--- src/rtl/npc_pkg.sv ---
// Shared NPC core definitions used by the load/store unit: access-size
// encodings, the LSU state type and the local access-legality check.
package npc_pkg;

    localparam logic [2:0] F3_B  = 3'b000;
    localparam logic [2:0] F3_H  = 3'b001;
    localparam logic [2:0] F3_W  = 3'b010;
    localparam logic [2:0] F3_BU = 3'b100;
    localparam logic [2:0] F3_HU = 3'b101;

    typedef enum logic [1:0] {
        StIdle,
        StReq,
        StWait,
        StResp
    } lsu_state_t;

    // True when an access must be trapped locally: unknown size, unsigned
    // store, or an address not aligned to the access size.
    function automatic logic lsu_access_err(input logic [2:0] funct3, input logic we,
                                            input logic [1:0] off);
        logic err;
        case (funct3)
            F3_B:    err = 1'b0;
            F3_BU:   err = we;
            F3_H:    err = off[0];
            F3_HU:   err = we | off[0];
            F3_W:    err = (off != 2'b00);
            default: err = 1'b1;
        endcase
        return err;
    endfunction

endpackage

--- src/rtl/lsu_if.sv ---
// Core-side request/response and memory-side bus signals of the LSU.
// slave is the LSU's own view; master is the view of its environment.
interface lsu_if #(
    parameter int unsigned DATA_WIDTH = 32,
    parameter int unsigned ADDR_WIDTH = 32
);
    logic                  req_valid;
    logic                  req_ready;
    logic [ADDR_WIDTH-1:0] req_addr;
    logic [DATA_WIDTH-1:0] req_wdata;
    logic                  req_we;
    logic [2:0]            req_funct3;

    logic                  rsp_valid;
    logic                  rsp_ready;
    logic [DATA_WIDTH-1:0] rsp_data;
    logic                  rsp_err;

    logic                  mem_req_valid;
    logic                  mem_req_ready;
    logic [ADDR_WIDTH-1:0] mem_addr;
    logic                  mem_wen;
    logic [3:0]            mem_wmask;
    logic [DATA_WIDTH-1:0] mem_wdata;
    logic                  mem_rsp_valid;
    logic [DATA_WIDTH-1:0] mem_rdata;

    modport slave (
        input  req_valid, req_addr, req_wdata, req_we, req_funct3,
        output req_ready,
        output rsp_valid, rsp_data, rsp_err,
        input  rsp_ready,
        output mem_req_valid, mem_addr, mem_wen, mem_wmask, mem_wdata,
        input  mem_req_ready, mem_rsp_valid, mem_rdata
    );

    modport master (
        output req_valid, req_addr, req_wdata, req_we, req_funct3,
        input  req_ready,
        input  rsp_valid, rsp_data, rsp_err,
        output rsp_ready,
        input  mem_req_valid, mem_addr, mem_wen, mem_wmask, mem_wdata,
        output mem_req_ready, mem_rsp_valid, mem_rdata
    );

endinterface

--- src/rtl/lsu_align.sv ---
// Byte-lane steering for the LSU. Store side builds the write strobes and
// lane-replicated data; load side extracts and extends the addressed field.
// Purely combinational.
module lsu_align
    import npc_pkg::*;
#(
    parameter int unsigned DATA_WIDTH = 32
) (
    input  logic [1:0]            off,
    input  logic [2:0]            funct3,
    input  logic [DATA_WIDTH-1:0] wdata,
    input  logic [DATA_WIDTH-1:0] rdata,
    output logic [3:0]            wmask,
    output logic [DATA_WIDTH-1:0] lane_wdata,
    output logic [DATA_WIDTH-1:0] load_data
);

    logic [DATA_WIDTH-1:0] shifted;

    assign shifted = rdata >> {off, 3'b000};

    // Store strobes and lane replication by access size.
    always_comb begin
        wmask      = 4'b0000;
        lane_wdata = wdata;
        case (funct3)
            F3_B: begin
                wmask      = 4'b0001 << off;
                lane_wdata = {4{wdata[7:0]}};
            end
            F3_H: begin
                wmask      = 4'b0011 << off;
                lane_wdata = {2{wdata[15:0]}};
            end
            F3_W:    wmask = 4'b1111;
            default: ;
        endcase
    end

    // Load field extraction with sign or zero extension.
    always_comb begin
        load_data = shifted;
        case (funct3)
            F3_B:    load_data = {{(DATA_WIDTH - 8){shifted[7]}}, shifted[7:0]};
            F3_H:    load_data = {{(DATA_WIDTH - 16){shifted[15]}}, shifted[15:0]};
            F3_BU:   load_data = {{(DATA_WIDTH - 8){1'b0}}, shifted[7:0]};
            F3_HU:   load_data = {{(DATA_WIDTH - 16){1'b0}}, shifted[15:0]};
            default: ;
        endcase
    end

endmodule

--- src/rtl/lsu.sv ---
// Load/store unit: one word-aligned memory transaction in flight at a time,
// illegal or misaligned accesses trapped locally without touching the bus.
// Every output is a register written by the FSM below.
module lsu
    import npc_pkg::*;
#(
    parameter int unsigned DATA_WIDTH = 32,
    parameter int unsigned ADDR_WIDTH = 32
) (
    input logic  clk,
    input logic  rst,
    lsu_if.slave bus
);

    lsu_state_t            state_q;
    logic [1:0]            off_q;
    logic [2:0]            funct3_q;
    logic                  we_q;

    logic [1:0]            align_off;
    logic [2:0]            align_funct3;
    logic [3:0]            st_wmask;
    logic [DATA_WIDTH-1:0] st_wdata;
    logic [DATA_WIDTH-1:0] ld_data;
    logic                  req_err;

    // Store lanes are decoded from the live request while idle; afterwards the
    // aligner sees the latched access so the load side can extract the field.
    always_comb begin
        if (state_q == StIdle) begin
            align_off    = bus.req_addr[1:0];
            align_funct3 = bus.req_funct3;
        end else begin
            align_off    = off_q;
            align_funct3 = funct3_q;
        end
    end

    assign req_err = lsu_access_err(bus.req_funct3, bus.req_we, bus.req_addr[1:0]);

    lsu_align #(
        .DATA_WIDTH(DATA_WIDTH)
    ) u_align (
        .off       (align_off),
        .funct3    (align_funct3),
        .wdata     (bus.req_wdata),
        .rdata     (bus.mem_rdata),
        .wmask     (st_wmask),
        .lane_wdata(st_wdata),
        .load_data (ld_data)
    );

    // Transaction FSM with registered handshake, bus and response outputs.
    always_ff @(posedge clk or posedge rst) begin
        if (rst) begin
            state_q           <= StIdle;
            off_q             <= '0;
            funct3_q          <= '0;
            we_q              <= 1'b0;
            bus.req_ready     <= 1'b1;
            bus.rsp_valid     <= 1'b0;
            bus.rsp_data      <= '0;
            bus.rsp_err       <= 1'b0;
            bus.mem_req_valid <= 1'b0;
            bus.mem_addr      <= '0;
            bus.mem_wen       <= 1'b0;
            bus.mem_wmask     <= '0;
            bus.mem_wdata     <= '0;
        end else begin
            case (state_q)
                StIdle: begin
                    if (bus.req_valid) begin
                        off_q         <= bus.req_addr[1:0];
                        funct3_q      <= bus.req_funct3;
                        we_q          <= bus.req_we;
                        bus.req_ready <= 1'b0;
                        if (req_err) begin
                            state_q       <= StResp;
                            bus.rsp_valid <= 1'b1;
                            bus.rsp_err   <= 1'b1;
                            bus.rsp_data  <= '0;
                        end else begin
                            state_q           <= StReq;
                            bus.mem_req_valid <= 1'b1;
                            bus.mem_addr      <= {bus.req_addr[ADDR_WIDTH-1:2], 2'b00};
                            bus.mem_wen       <= bus.req_we;
                            bus.mem_wmask     <= bus.req_we ? st_wmask : 4'b0000;
                            bus.mem_wdata     <= bus.req_we ? st_wdata : '0;
                        end
                    end
                end
                StReq: begin
                    if (bus.mem_req_ready) begin
                        state_q           <= StWait;
                        bus.mem_req_valid <= 1'b0;
                    end
                end
                StWait: begin
                    if (bus.mem_rsp_valid) begin
                        state_q       <= StResp;
                        bus.rsp_valid <= 1'b1;
                        bus.rsp_err   <= 1'b0;
                        bus.rsp_data  <= we_q ? '0 : ld_data;
                    end
                end
                StResp: begin
                    if (bus.rsp_ready) begin
                        state_q       <= StIdle;
                        bus.rsp_valid <= 1'b0;
                        bus.rsp_err   <= 1'b0;
                        bus.rsp_data  <= '0;
                        bus.req_ready <= 1'b1;
                    end
                end
                default: state_q <= StIdle;
            endcase
        end
    end

endmodule

--- src/flat_wrapper.sv ---
// flat-port wrapper written by rule: the top's interface ports become plain ports
module lsu_flat import npc_pkg::*;
#(
    parameter int unsigned DATA_WIDTH = 32,
    parameter int unsigned ADDR_WIDTH = 32
)
  (clk, rst, bus_req_valid, bus_req_addr, bus_req_wdata, bus_req_we, bus_req_funct3, bus_req_ready, bus_rsp_valid, bus_rsp_data, bus_rsp_err, bus_rsp_ready, bus_mem_req_valid, bus_mem_addr, bus_mem_wen, bus_mem_wmask, bus_mem_wdata, bus_mem_req_ready, bus_mem_rsp_valid, bus_mem_rdata);
  lsu_if #(.DATA_WIDTH(DATA_WIDTH), .ADDR_WIDTH(ADDR_WIDTH)) bus_i ();
  input logic clk;
  input logic rst;
  input wire logic [$bits(bus_i.req_valid)-1:0] bus_req_valid;
  input wire logic [$bits(bus_i.req_addr)-1:0] bus_req_addr;
  input wire logic [$bits(bus_i.req_wdata)-1:0] bus_req_wdata;
  input wire logic [$bits(bus_i.req_we)-1:0] bus_req_we;
  input wire logic [$bits(bus_i.req_funct3)-1:0] bus_req_funct3;
  output wire logic [$bits(bus_i.req_ready)-1:0] bus_req_ready;
  output wire logic [$bits(bus_i.rsp_valid)-1:0] bus_rsp_valid;
  output wire logic [$bits(bus_i.rsp_data)-1:0] bus_rsp_data;
  output wire logic [$bits(bus_i.rsp_err)-1:0] bus_rsp_err;
  input wire logic [$bits(bus_i.rsp_ready)-1:0] bus_rsp_ready;
  output wire logic [$bits(bus_i.mem_req_valid)-1:0] bus_mem_req_valid;
  output wire logic [$bits(bus_i.mem_addr)-1:0] bus_mem_addr;
  output wire logic [$bits(bus_i.mem_wen)-1:0] bus_mem_wen;
  output wire logic [$bits(bus_i.mem_wmask)-1:0] bus_mem_wmask;
  output wire logic [$bits(bus_i.mem_wdata)-1:0] bus_mem_wdata;
  input wire logic [$bits(bus_i.mem_req_ready)-1:0] bus_mem_req_ready;
  input wire logic [$bits(bus_i.mem_rsp_valid)-1:0] bus_mem_rsp_valid;
  input wire logic [$bits(bus_i.mem_rdata)-1:0] bus_mem_rdata;
  assign bus_i.req_valid = bus_req_valid;
  assign bus_i.req_addr = bus_req_addr;
  assign bus_i.req_wdata = bus_req_wdata;
  assign bus_i.req_we = bus_req_we;
  assign bus_i.req_funct3 = bus_req_funct3;
  assign bus_req_ready = bus_i.req_ready;
  assign bus_rsp_valid = bus_i.rsp_valid;
  assign bus_rsp_data = bus_i.rsp_data;
  assign bus_rsp_err = bus_i.rsp_err;
  assign bus_i.rsp_ready = bus_rsp_ready;
  assign bus_mem_req_valid = bus_i.mem_req_valid;
  assign bus_mem_addr = bus_i.mem_addr;
  assign bus_mem_wen = bus_i.mem_wen;
  assign bus_mem_wmask = bus_i.mem_wmask;
  assign bus_mem_wdata = bus_i.mem_wdata;
  assign bus_i.mem_req_ready = bus_mem_req_ready;
  assign bus_i.mem_rsp_valid = bus_mem_rsp_valid;
  assign bus_i.mem_rdata = bus_mem_rdata;
  lsu #(.DATA_WIDTH(DATA_WIDTH), .ADDR_WIDTH(ADDR_WIDTH)) u_core (.clk(clk), .rst(rst), .bus(bus_i));
endmodule
--- config.mk ---
export PLATFORM = sky130hd
export DESIGN_NAME = lsu_flat
export DESIGN_NICKNAME = d
export VERILOG_FILES = /design/src/rtl/npc_pkg.sv /design/src/rtl/lsu_if.sv /design/src/rtl/lsu_align.sv /design/src/rtl/lsu.sv /design/src/flat_wrapper.sv
export SDC_FILE = /design/constraint.sdc
export NUM_CORES = 1
export LEC_CHECK = 0
export CORE_MARGIN = 5
export CORE_UTILIZATION = 40
export CTS_CLUSTER_DIAMETER = 120
export CTS_CLUSTER_SIZE = 40
export DETAILED_ROUTE_END_ITERATION = 10
export PLACE_DENSITY = 0.77
export SYNTH_ARGS = -nofsm -noshare
export SYNTH_HDL_FRONTEND = slang
export SYNTH_SLANG_ARGS = --single-unit
--- constraint.sdc ---
create_clock -name clk -period 3.8 [get_ports clk]
set_clock_uncertainty 0.1 [all_clocks]
set_input_delay 0.76 -clock clk [delete_from_list [all_inputs] [get_ports clk]]
set_output_delay 0.76 -clock clk [all_outputs]
set_load 0.01 [all_outputs]
Word level (Yosys, flattened, before mapping). Cells that the tools add are included.

Register bits: 111. Output and inout port bits: 105.

Eq/ne operators: 17. Shift operators: 3. Muxes and demuxes: 34. Bitwise logic cells: 2. Reductions and logical operators: 13.

Operators by type and width (number): 32-bit two-way mux (6); 32-bit one-hot mux with 4 select lines (1); 32-bit one-hot mux with 3 select lines (1); 32-bit one-hot mux with 2 select lines (1); 32-bit by 5-bit right shift with 32-bit output (1); 3-bit equality test (second input constant) (4); 2-bit two-way mux (6); 4-bit one-hot mux with 3 select lines (1); 1-bit two-way mux (10); 2-bit != test (second input constant) (5); 2-bit one-hot mux with 4 select lines (1); 4-bit AND reduction (2); 3-bit by 1-bit equality test with 1-bit output (second input constant) (2); 3-bit by 2-bit equality test with 1-bit output (second input constant) (2); 3-bit logical NOT (2); 1-bit one-hot mux with 3 select lines (2); 3-bit AND reduction (2); 2-bit nonzero test (3); 1-bit one-hot mux with 5 select lines (1); 5-bit AND reduction (1); 2-bit equality test (second input constant) (2); 4-bit two-way mux (1); 1-bit one-hot mux with 2 select lines (2); 1-bit by 2-bit left shift with 4-bit output (first input constant) (1); 9 further kinds (9).

Logic depth before layout (Yosys ltp).
Word-level depth: 7. Mapped depth: 10. Mapped depth without buffers: 7.

Cells and area by module. Synthesis repeated with hierarchy kept, for this count alone.

Cells, all modules: 531. Area total of the unflattened synthesis: 5594.1 um^2.

Modules (own cells, without submodules): lsu (times used 1, cells an instance 357, area an instance 4411.7 um^2, seq. area each 2778.9 um^2); lsu_align (times used 1, cells an instance 174, area an instance 1182.4 um^2, seq. area each 0.0 um^2).

Worst setup path before layout. No wires, ideal clock.

Path kind: reg-to-reg. Start: reg u_core.state_q[0]. End: reg u_core.bus.rsp_data[0]. Setup time: 0.122 ns. Data arrival time: 2.155 ns. Path slack: 1.423 ns. Stages on the path, launching flop included: 9. Buffers on the path: 2. Cell sequence: dfrtp_1 inv_1 ha_1 mux2i_4 buf_2 buf_2 mux2i_1 nand2_1 a32o_1.

Word-level cells in the longest chain between the ends: 7. Elaborated cells on any way between the ends: 15.

Ends and longest elaborated chain: start, declared (RTL line lsu.sv:15) `lsu_state_t state_q;`; start signal, assigned (RTL line lsu.sv:56) `state_q <= StIdle;`; start signal, assigned (RTL line lsu.sv:78) `state_q <= StResp;`; start signal, assigned (RTL line lsu.sv:83) `state_q <= StReq;`; 2-bit logical NOT (RTL line lsu.sv:30, lsu.sv:70); 2-bit two-way mux (RTL line lsu.sv:30) `if (state_q == StIdle) begin`; 32-bit by 5-bit right shift with 32-bit output (RTL line lsu_align.sv:20) `assign shifted = rdata >> {off, 3'b000};`; 32-bit one-hot mux with 4 select lines (RTL line lsu_align.sv:43) `case (funct3)`; 32-bit two-way mux (RTL line lsu.sv:103) `bus.rsp_data <= we_q ? '0 : ld_data;`; 32-bit two-way mux (RTL line lsu.sv:99) `if (bus.mem_rsp_valid) begin`; 32-bit one-hot mux with 3 select lines (RTL line lsu.sv:70) `case (state_q)`; end signal, assigned (RTL line lsu.sv:103); end, declared (RTL line lsu_if.sv:31) `output rsp_valid, rsp_data, rsp_err,`.

Several ways; a longest one is shown, not always the timed one. The select of a mux whose other input is x is not followed. A chain may end at the register's enable or synchronous reset.

Final worst setup path.
Start: in bus_req_addr[0]. End: reg u_core.bus.mem_addr[22].

Word-level cells in the longest chain between the ends: 4. Elaborated cells on any way between the ends: 5.

Ends and longest elaborated chain: start, declared (RTL line flat_wrapper.sv:12) `input wire logic [$bits(bus_i.req_addr)-1:0] bus_req_addr;`; 2-bit nonzero test / 1-bit bitwise OR (equally long branches) (RTL line npc_pkg.sv:28, npc_pkg.sv:27); 1-bit one-hot mux with 5 select lines * (RTL line npc_pkg.sv:23) `case (funct3)`; 1-bit inverter (no source line) *; 3-bit AND reduction (no source line) *; end signal, assigned (RTL line lsu.sv:85) `bus.mem_addr <= {bus.req_addr[ADDR_WIDTH-1:2], 2'b00};`; end, declared (RTL line lsu_if.sv:33) `output mem_req_valid, mem_addr, mem_wen, mem_wmask, mem_wdata,`.

Mark *: on every way between the ends. The rest lies on a longest branch, timed or not.

==> results.py <==
metrics = {
    "yosys": {
        "synthesis.instances": 496,
        "synth-main-ff-cell": "dfrtp_1",
        "ys.warnings.count": 0,
        "yosys_register_bits": 111,
        "synthesis.area_per_instance_um2": 11.1,
        "synth-seq-area-share_pct": 50.4,
        "syn-cell-area_um2": 5510,
        "synth-edff-count": 0,
        "synth.area.top_cells": "dfrtp_1 (50%), mux2_4 (8.2%), mux2i_1 (4.5%)",
        "synth_area_leader_cell": "dfrtp_1",
        "synth_cell_type_count": 50,
        "async_reset_ff_share_pct": 100,
        "synth.top_cell.area_share_pct": 49.9,
    },
    "final_layout": {
        "finalNetCount": 808,
        "multi_input_comb_area_um2": 2490,
        "post-route-cell-area_um2": 8060,
        "antenna_cells": 0,
        "layout_commonest_cell": "clkdlybuf4s50_1",
        "drive_above_1_share_pct": 13.4,
        "sequential_cell_area_um2": 2780,
        "syn2layout_area_growth_pct": 46.2,
        "final_core_utilization_pct": 60.1,
        "nFillCells": 1097,
        "final_cell_mix": "clkdlybuf4s50_1 (208), dfrtp_1 (110), nand2_1 (63)",
    },
    "routing": {
        "vias_per_cell": 5.37,
        "detail-route-antenna-nets": 0,
        "routed-via-count": 4716,
        "drc": 0,
        "totalWireLength_mm": 16.6,
        "drc_violation_total_after_the_first_tritonroute_iteration": 528,
        "wl_per_cell_um": 18.9,
        "dr.pass1.iters": 5,
    },
    "critical_path": {
        "crit_path_start": "bus_req_addr[0]",
        "regToRegSetupSlack_ns": 1.10,
        "timing.rr.end": "u_core.bus.rsp_data[18]",
        "endpoint": "u_core.bus.mem_addr[22]",
        "timing.critical_path.fanout_max": 68,
        "cp.arrival_ns": 3.03,
        "timing.setup.critical_path_class": "input port to register",
        "timing.critical_path.from_type": "input port",
        "setup_crit_end_kind": "register",
        "critical_path.max_stage_delay_ns": 0.86,
        "r2r-start": "u_core.state_q[0]",
        "crit_slowest_cell": "a21bo_4",
        "critical_path.cell_chain": "clkdlybuf4s50_1, a221o_1, a21bo_4, mux2_4",
        "worstPathRequired_ns": 3.93,
        "reg2reg_depth": 9,
    },
    "placement": {
        "detailedPlacementHpwl_mm": 12.7,
        "gpl_wtd_cong": 0.873,
        "dpl-instance-area_um2": 7730,
        "numPortBuffers": 208,
    },
    "timing": {
        "worst_slew_pin_slew_ns": 1.12,
        "max-slew-margin-rel_pct": 25.1,
        "timing.setup.tns_ns": 0,
        "post-route-period-util_pct": 76.5,
        "timing_max_transition_violations_final": 0,
        "final.min_clock_period_ns": 2.91,
        "max_freq_mhz": 344,
        "finalHoldViolations": 0,
        "grt_setup_unrepaired": "false",
        "setup_viol_count_final": 0,
    },
    "floorplan": {
        "core_region_area_um2": 13400,
        "initial_core_util_pct": 41.1,
        "site_rows": 42,
        "overall_die_area_um2": 16200,
        "floorplan.io_pins": 211,
        "floorplan.die.height_um": 127,
        "chipWidth_um": 127,
    },
    "cts": {
        "clk_latency_ns": 0.35,
        "clock_tree.root_cell": "clkbuf_16",
        "cts_htree_levels": 3,
        "worst_setup_hold_path_clk_slew_ns": 0.07,
        "tritoncts_clock_tree": "built",
        "post-cts-setup-buffer-count": 0,
        "clock_sink_count": 111,
        "cts_max_path_buffers": 2,
        "cts_resized": 0,
        "number_of_buffers_inserted_during_clock_tree_synthesis": 9,
        "cts-hold-fix-buffers": 0,
    },
    "global_route": {
        "maximum_number_of_pins_on_one_net_before_global_route_repair": 69,
        "globalRoute.totalOverflow": 0,
        "grt_pass1_vias": 4798,
        "total_global_route_track_usage_pct": 20.0,
        "antenna_found_initial": 0,
        "grt_pass1_wl_mm": 25.9,
    },
    "status": {
        "outcome": "finished, final reports clean",
    },
    "power_and_ir_drop": {
        "post-layout-total-power_uw": 6490,
        "power_per_cell_area_nw_per_um2": 806,
        "power.ir.vdd_worst_uv": 339,
        "leakagePower_uw": 0.00352,
    },
    "min_path": {
        "hold_path_class": "register to register",
    },
    "run": {
        "max-cap-violations": 0,
    },
}
-- flip-flops by register name, summed over array words and instances, names as in the netlist --
signal                    cells
u_core.we_q                   1
u_core.bus.mem_wmask          4
u_core.off_q                  2
u_core.bus.req_ready          1
u_core.funct3_q               3
u_core.bus.mem_wdata         32
u_core.bus.mem_addr          30
u_core.bus.mem_req_valid      1
u_core.bus.rsp_data          32
u_core.bus.rsp_err            1
u_core.bus.rsp_valid          1
u_core.bus.mem_wen            1
u_core.state_q                2
-- layout make-up --
class | count | share of cell area (%)
clock buffers | 10 | 2.97
clock inverters | 6 | 1.12
repair buffers | 222 | 27.3
multi-input cells | 346 | 31.0
flip-flops and latches | 111 | 34.5
inverters | 8 | 0.404
well taps | 176 | 2.73
-- worst max-delay path, delay by kind of cell --
family	cells	cell delay [ns]
compound gates	2	1.18
buf+inv	1	0.66
mux	1	0.36
-- cells by family after synthesis --
kind of cell    Yosys count  share of synthesized area (%)
compound gates          143                           16.8
fa+ha+maj                 4                          0.908
flops                   111                           50.4
mux                      76                           17.3
buf+inv                  40                           4.50
other cells               1                         0.0680
simple gates            121                           10.1
-- cells in the mapped netlist (3+ instances only) --
cell type,instances
dfrtp_1,110
nand2_1,63
o21ai_1,43
mux2_4,30
nor2_1,27
o21ai_0,27
mux2i_1,25
a21oi_1,19
mux2_2,19
a22o_1,10
buf_2,10
nor4_1,9
a22oi_1,8
buf_4,8
inv_1,8
a222oi_1,7
a32o_1,7
buf_6,7
clkbuf_1,5
a21oi_2,4
ha_1,4
nand2b_1,4
nor2b_1,4
a211oi_1,3
nor3_1,3
-- stage by stage --
step / setup WS [ns] / hold WS, ns / cells
finish: 0.892 / 0.388 / 879
global route: 0.807 / 0.407 / 879
CTS: 0.942 / 0.392 / 879
detailed placement: 0.571 / 0.375 / 863
global placement: 0.637 / 0.366 / 863
floorplan: 0.0110 / 0.411 / 497
-- routing by layer --
layer	vias up	track usage (%)	part of all wire (%)
li1	2204	-	-
met1	2282	25.9	42
met2	203	32.9	47
met3	27	4.97	8.4
met4	0	7.00	2.1
met5	-	0	0
-- power by group --
part           internal, µW  total [µW]  switching (µW)
clock network           600        1040             443
logic                  1800        3460            1660
registers              1680        1990             314
-- worst min path at each step --
| stage | startpoint | endpoint | slack, ns | depth (start not counted) |
|---|---|---|---|---|
| 2_1_floorplan | u_core.bus.rsp_data[10] | u_core.bus.rsp_data[10] | 0.41 | 2 |
| 3_3_place_gp | u_core.bus.mem_wdata[31] | u_core.bus.mem_wdata[31] | 0.37 | 2 |
| 3_5_place_dp | u_core.bus.mem_wdata[10] | u_core.bus.mem_wdata[10] | 0.37 | 2 |
| 4_1_cts | u_core.bus.mem_wdata[10] | u_core.bus.mem_wdata[10] | 0.39 | 2 |
| 5_1_grt | u_core.bus.mem_wmask[3] | u_core.bus.mem_wmask[3] | 0.41 | 2 |
| 6_report | u_core.bus.mem_wdata[10] | u_core.bus.mem_wdata[10] | 0.39 | 2 |
Note: power is estimated with default switching activity, not from simulation.
